==> config.mk <==
export PLATFORM = sky130hd
export DESIGN_NAME = seg7_scanner
export DESIGN_NICKNAME = d
export VERILOG_FILES = /design/src/rtl/seg7_scanner.sv
export SDC_FILE = /design/constraint.sdc
export NUM_CORES = 1
export LEC_CHECK = 0
export CAP_MARGIN = 25
export CORE_MARGIN = 4
export CORE_UTILIZATION = 48
export DETAILED_ROUTE_END_ITERATION = 8
export GPL_TIMING_DRIVEN = 0
export PLACE_DENSITY = 0.84
export SYNTH_ARGS = -nofsm -noshare
export SYNTH_HDL_FRONTEND = slang
export SYNTH_SLANG_ARGS = --single-unit
==> constraint.sdc <==
create_clock -name clk -period 2.7 [get_ports clk]
set_input_delay 0.675 -clock clk [delete_from_list [all_inputs] [get_ports clk]]
set_output_delay 0.675 -clock clk [all_outputs]
set_load 0.02 [all_outputs]
==> src/rtl/seg7_scanner.sv <==
// seg7_scanner: four-digit multiplexed hex display driver.
// The tick_in scan clock is synchronised and edge-detected. Each detected
// edge steps the digit index. Digit and decimal-point data are captured once
// per frame, on the 3->0 wrap, so that one frame never shows a mix of old and
// new values. The anode, segment and decimal-point outputs are registered and
// follow the index one clock later.
//
// Handshake note: this block has no valid/ready interface. The scan_en pulse
// is the only internal event. It is one clock wide for each rising edge of the
// synchronised tick.
module seg7_scanner (
  input  logic        clk,
  input  logic        reset,
  input  logic        tick_in,
  input  logic [15:0] digits,
  input  logic [3:0]  dp_in,
  input  logic        enable,
  input  logic        blank_lz,
  output logic [3:0]  an,
  output logic [6:0]  seg,
  output logic        dp,
  output logic [1:0]  digit_sel
);

  // Synchroniser chain (s1, s2) plus the history flop s3 used for edge detection.
  logic s1_q, s2_q, s3_q;
  logic scan_en;

  // Scan index. The shadow register holds {dp[3:0], digits[15:0]} for the current frame.
  logic [1:0]  sel_q, sel_d;
  logic [19:0] shadow_q, shadow_d;

  // Registered display outputs.
  logic [3:0] an_q, an_d;
  logic [6:0] seg_q, seg_d;
  logic       dp_q, dp_d;

  // Decode of the selected nibble and leading-zero flags.
  logic [3:0] cur_nib;
  logic [3:0] lz_zero;

  // Converts a hex nibble to active-low segments {g,f,e,d,c,b,a}.
  function automatic logic [6:0] hex2seg(input logic [3:0] n);
    logic [6:0] s;
    case (n)
      4'h0: s = 7'b1000000;
      4'h1: s = 7'b1111001;
      4'h2: s = 7'b0100100;
      4'h3: s = 7'b0110000;
      4'h4: s = 7'b0011001;
      4'h5: s = 7'b0010010;
      4'h6: s = 7'b0000010;
      4'h7: s = 7'b1111000;
      4'h8: s = 7'b0000000;
      4'h9: s = 7'b0010000;
      4'hA: s = 7'b0001000;
      4'hB: s = 7'b0000011;
      4'hC: s = 7'b1000110;
      4'hD: s = 7'b0100001;
      4'hE: s = 7'b0000110;
      default: s = 7'b0001110;
    endcase
    return s;
  endfunction

  assign scan_en = s2_q & ~s3_q;

  // Next-state logic for the scan index and the frame shadow, and the next
  // values of the registered outputs.
  always_comb begin
    sel_d    = sel_q;
    shadow_d = shadow_q;
    an_d     = 4'b1111;
    seg_d    = 7'b1111111;
    dp_d     = 1'b1;
    cur_nib  = shadow_q[{sel_q, 2'b00} +: 4];

    // Digit i is a leading zero if nibbles i..3 are all zero. Digit 0 never is.
    lz_zero[3] = (shadow_q[15:12] == 4'h0);
    lz_zero[2] = (shadow_q[15:8]  == 8'h00);
    lz_zero[1] = (shadow_q[15:4]  == 12'h000);
    lz_zero[0] = 1'b0;

    if (scan_en) begin
      sel_d = sel_q + 2'd1;
      if (sel_q == 2'd3) begin
        shadow_d = {dp_in, digits};
      end
    end

    if (enable) begin
      an_d  = 4'b1111 ^ (4'b0001 << sel_q);
      seg_d = (blank_lz && lz_zero[sel_q]) ? 7'b1111111 : hex2seg(cur_nib);
      dp_d  = ~shadow_q[16 + {3'b000, sel_q}];
    end
  end

  // State registers. Reset takes priority over a scan_en pulse in the same cycle.
  always_ff @(posedge clk) begin
    if (reset) begin
      s1_q     <= 1'b0;
      s2_q     <= 1'b0;
      s3_q     <= 1'b0;
      sel_q    <= 2'd0;
      shadow_q <= 20'd0;
      an_q     <= 4'b1111;
      seg_q    <= 7'b1111111;
      dp_q     <= 1'b1;
    end else begin
      s1_q     <= tick_in;
      s2_q     <= s1_q;
      s3_q     <= s2_q;
      sel_q    <= sel_d;
      shadow_q <= shadow_d;
      an_q     <= an_d;
      seg_q    <= seg_d;
      dp_q     <= dp_d;
    end
  end

  assign an        = an_q;
  assign seg       = seg_q;
  assign dp        = dp_q;
  assign digit_sel = sel_q;

endmodule

== After elaboration in Yosys (flattened, before gate mapping) ==
Memory sizes are Yosys's and may differ from the RTL's. A register that Yosys moved wholly into a read port is not among the register bits.
Cells that the tools add are included.
Cells by class
  $add $sub $neg: 2
  magnitude comparators: 2
  equality and inequality tests: 1
  shift operators: 2
  mux-type cells: 4
  bitwise gates (word level): 5
  reduce and logical (&&, ||, !) cells: 7
Operator list (number)
  indexed part select 20 x 5 -> 4 bit: 1
  zero test 12 bit: 1
  zero test 8 bit: 1
  adder 5 x 2 -> 6 bit (first input constant): 1
  less-than comparator 6 bit (second input constant): 1
  binary-select mux 1 bit (select 5 bit): 1
  zero test 4 bit: 1
  NOT 4 bit: 1
  << shifter 1 x 2 -> 4 bit (first input constant): 1
  less-than comparator 2 x 3 -> 1 bit (second input constant): 1
  NOT 1 bit: 3
  OR reduction 3 bit: 1
  adder 2 x 1 -> 2 bit (second input constant): 1
  binary-select mux 1 bit (select 2 bit): 1
  == test 2 bit (second input constant): 1
  2-to-1 mux 1 bit: 2
  AND reduction 2 bit: 1
  OR reduction 2 bit: 1
  bitwise AND 1 bit: 1
  logical AND 1 bit: 1
Storage, ports and cells
  bits in registers: 30
  memory bits (read-only): 112
  input bits: 25
  word-level logic and storage cells: 31
  memories: 1
Memories
  (name not given): words 16, bits a word 7, read ports 1, clocked after memory_dff 1, write ports 0, RTL line 45  | case (n)

== Depth between registers and ports, before layout ==
Gate-level depths: netlist of run 1.
  depth in word-level cells: 5
  depth in mapped cells: 8
  mapped depth without buffers: 7

== Worst setup path after synthesis of run 1 ==
Ideal clock, no wire load.
  path kind: reg2reg
  start point: register sel_q[0], in the netlist digit_sel[0]
  end point: register seg_q[0], in the netlist seg[0]
  arrival: 2.395 ns
  data required time: 2.631 ns
  setup slack: 0.236 ns
  cell stages (with the launch flop): 8
  cell sequence: dfxtp_1 buf_2 mux4_2 inv_1 ha_1 mux2i_1 a2111o_1 nand4b_1
Between the ends
  cells in the longest elaborated chain, start to end: 4
RTL lines
  start: declaration: RTL line 30  | logic [1:0] sel_q, sel_d;
  start signal: assignment: RTL line 113  | sel_q <= sel_d;
  binary-select mux 1 bit (select 2 bit): RTL line 93  | seg_d = (blank_lz && lz_zero[sel_q]) ? 7'b1111111 : hex2seg(cur_nib);
  2-to-1 mux 1 bit (implied by the code): RTL line 93
  logical AND 1 bit: RTL line 93
  OR reduction 3 bit (no line)
  end: declaration: RTL line 35  | logic [6:0] seg_q, seg_d;
Several ways; a longest one is shown, not always the timed one. The select of a mux whose other input is x is not followed.
A chain may end at the register's enable or synchronous reset.

== Worst setup path after layout of run 1 ==
Ends and elaborated chain as after synthesis.

==> reports/metrics.cfg, run 1 <==
[placement]
dp_hpwl_um = 2810
pre_cts_slack_ns = 0.0322
routabilityCongestion = 0.900
io_buffers = 37

[yosys]
ys_seq_elements = 37
ys.flop_type = dfxtp_1
synthesis.area_um2 = 1780
synth-async-reset-ratio_pct = 0
synth_seq_area_share_pct = 41.5
yosys-top-cells-area = dfxtp_1 (42%), nand2_1 (9.9%), ha_1 (7.0%)
yosysTopAreaCellShare_pct = 41.5
yosysUniqueCellTypes = 38
netlist_instances = 193
yosysMostFrequentCell = nand2_1
synth_warnings = 0
post-synth-top-area-cell = dfxtp_1
syn_nets = 228
synth_edf_count = 0
yosys-top-cells-count = nand2_1 (47), dfxtp_1 (37), a21oi_1 (24)
syn_avg_cell_area_um2 = 9.24

[layout]
final_util_pct = 66.2
fillerInstances = 309
antenna_cells = 0
nets = 272
drive_gt1_share_pct = 9.66
syn_to_final_growth_pct = 28.7

[route]
num_vias = 1490
routed_wl_um = 3720
post_drt_via_cell_ratio = 5.25
drtIter0Drc = 74
drc_errors = 0
drtAntennaViolNets = 0
wl_per_cell_um = 13.1
first_pass_iters = 4

[clock_network]
clk_pin_slew_worst_paths_ns = 0.07
h-tree-depth = 2
clock_latency_ns = 0.29
cts_tree = yes
cts.hold.buffers_added = 0
cts-buffers-inserted = 5
cts_setup_buffers = 0
root_buffer = clkbuf_8
clockBufferDepth = 2
cts_num_sinks = 37
ctsResizeCount = 0

[setup_path]
critPathKind = reg -> reg
worstPathMaxFanout = 10
cp-start-kind = register
rr_startpoint = digit_sel[0]$_SDFFE_PP0P_
end_kind = register
regToRegSetupSlack_ns = 0.21
arrival_ns = 2.71
r2r_end = seg[0]$_SDFF_PP1_
cp.required_ns = 2.92
r2r_cells = 7

[die]
num_rows = 21
die_y_um = 69.0
fp.coreArea_um2 = 3470
die_w_um = 69.0
dieArea_um2 = 4760
boundaryPins = 39
start_util_pct = 51.4

[sta]
fin_crit_sh_pct = 92.2
setup_viol = 0
fmaxAchievable_mhz = 402
fin_crit_ns = 2.49
slew_headroom_pct = 55.6
rsz0062_at_grt = false
finalHoldViolCount = 0
fin_tns_setup_ns = 0
setup_ws_ns = 0.211
skew_ns = 0.00798
slew_violations = 0
worst_slew_pin_slew_ns = 0.663

[power]
p_per_area_nw_per_um2 = 445
vdd_ir_drop_max_uv = 288
cellLeakagePower_uw = 0.000813

[worst_hold_path]
hold_end = s2_q$_SDFF_PP0_
min_from = s1_q$_SDFF_PP0_
holdCritPathClass = reg -> reg
min_path_cells = 1

[global_routing]
grt_overflow_total = 0
grt_pass1_wl_um = 6180
antenna_found_initial = 0
grt_max_degree = 11
grt_usage_pct = 17.5
grt_pass1_vias = 1362

[run_status]
status = finished, final reports clean

[job]
max_cap_violations = 0

[flip-flops by register name (all words and copies together), names as in the netlist]
register	flops
seg	7
dp	1
an	4
digit_sel	2
s1_q	1
s2_q	1
shadow_q	20
s3_q	1
[critical path, stage by stage (launching register included)]
cell and delay (ns):
dfxtp_2 0.44, buf_2 0.29, mux4_2 0.60, inv_1 0.19
ha_2 0.29, mux2i_1 0.09, a2111o_1 0.42, nand4b_1 0.10
[power by group]
group          internal (uW)  total (uW)  switching, uW
combinational           56.5        96.2           39.7
sequential               556         561           5.00
clock                    183         365            182
total                    796        1020            227
[final cells by class]
class                   count  area, um^2  share of cell area, %
plain buffers              12        61.3                   2.67
clock buffers               8        80.1                   3.49
inverters                   5        18.8                  0.817
multi-input cells         139         966                   42.1
flip-flops and latches     37         742                   32.3
well taps                  46        57.6                   2.51
repair buffers             37         370                   16.1
[how the worst max path moves through the flow]
stage | startpoint | endpoint | cells after the start
6_report | digit_sel[0]$_SDFFE_PP0P_ | seg[0]$_SDFF_PP1_ | 7
3_5_place_dp | digit_sel[0]$_SDFFE_PP0P_ | seg[0]$_SDFF_PP1_ | 7
2_1_floorplan | digit_sel[0]$_SDFFE_PP0P_ | seg[0]$_SDFF_PP1_ | 7
3_3_place_gp | digit_sel[0]$_SDFFE_PP0P_ | seg[0]$_SDFF_PP1_ | 7
4_1_cts | digit_sel[0]$_SDFFE_PP0P_ | seg[0]$_SDFF_PP1_ | 7
5_1_grt | digit_sel[0]$_SDFFE_PP0P_ | seg[0]$_SDFF_PP1_ | 7
[cells in the final DEF, fill, tap and decap left out, types with 2 or more instances in the layout]
| master | instances |
|---|---|
| xnor2_1 | 2 |
| nand2_1 | 47 |
| mux2_4 | 4 |
| nor2b_1 | 5 |
| inv_1 | 5 |
| dfxtp_1 | 36 |
| buf_6 | 2 |
| clkbuf_1 | 12 |
| mux2i_1 | 7 |
| o211ai_1 | 2 |
| nor4_1 | 2 |
| o21ai_0 | 2 |
| mux4_2 | 4 |
| nand3_1 | 5 |
| nor3b_1 | 2 |
| clkbuf_8 | 5 |
| nor2_1 | 4 |
| ha_1 | 9 |
| a21oi_1 | 24 |
| clkdlybuf4s50_1 | 37 |
[per-layer routing]
layer | track usage [%] | part of all wire [%] | up-vias | wire length, um
li1 | - | - | 753 | -
met5 | 0 | 0 | - | 0
met3 | 4.38 | 5.5 | 6 | 203
met1 | 21.4 | 44 | 689 | 1620
met4 | 6.57 | 1.3 | 0 | 48
met2 | 29.4 | 50 | 42 | 1850
[logic make-up (layout without fill, tap and decap cells)]
group / Yosys count / count (layout) / synth area share, %
AOI/OAI and AO/OA: 36 / 36 / 12.1
xor gates and xnor gates: 2 / 2 / 0.982
buffers and inverters: 17 / 62 / 4.49
DFF: 37 / 37 / 41.5
and+or+nand+nor: 74 / 74 / 19.5
muxes: 17 / 17 / 14.4
adders and majority gates: 10 / 10 / 7.01
[through the flow]
step	power, uW	instances	instance area [um^2]	hold WS, ns
finish	1020	284	2300	0.443
global route	1050	284	2300	0.467
CTS	1030	284	2290	0.453
detailed placement	670	276	2210	0.435
global placement	668	276	2210	0.417
floorplan	612	193	1780	0.414
Power figures use the tool's default switching activity.
==> run 2, diff against run 1 <==
--- a/config.mk
+++ b/config.mk
@@ -14,3 +14,4 @@
 export SYNTH_ARGS = -nofsm -noshare
 export SYNTH_HDL_FRONTEND = slang
 export SYNTH_SLANG_ARGS = --single-unit
+export TNS_END_PERCENT = 20
==> results of run 2 <==
Same layout as run 1: the final DEF is identical, and so are final timing and power.
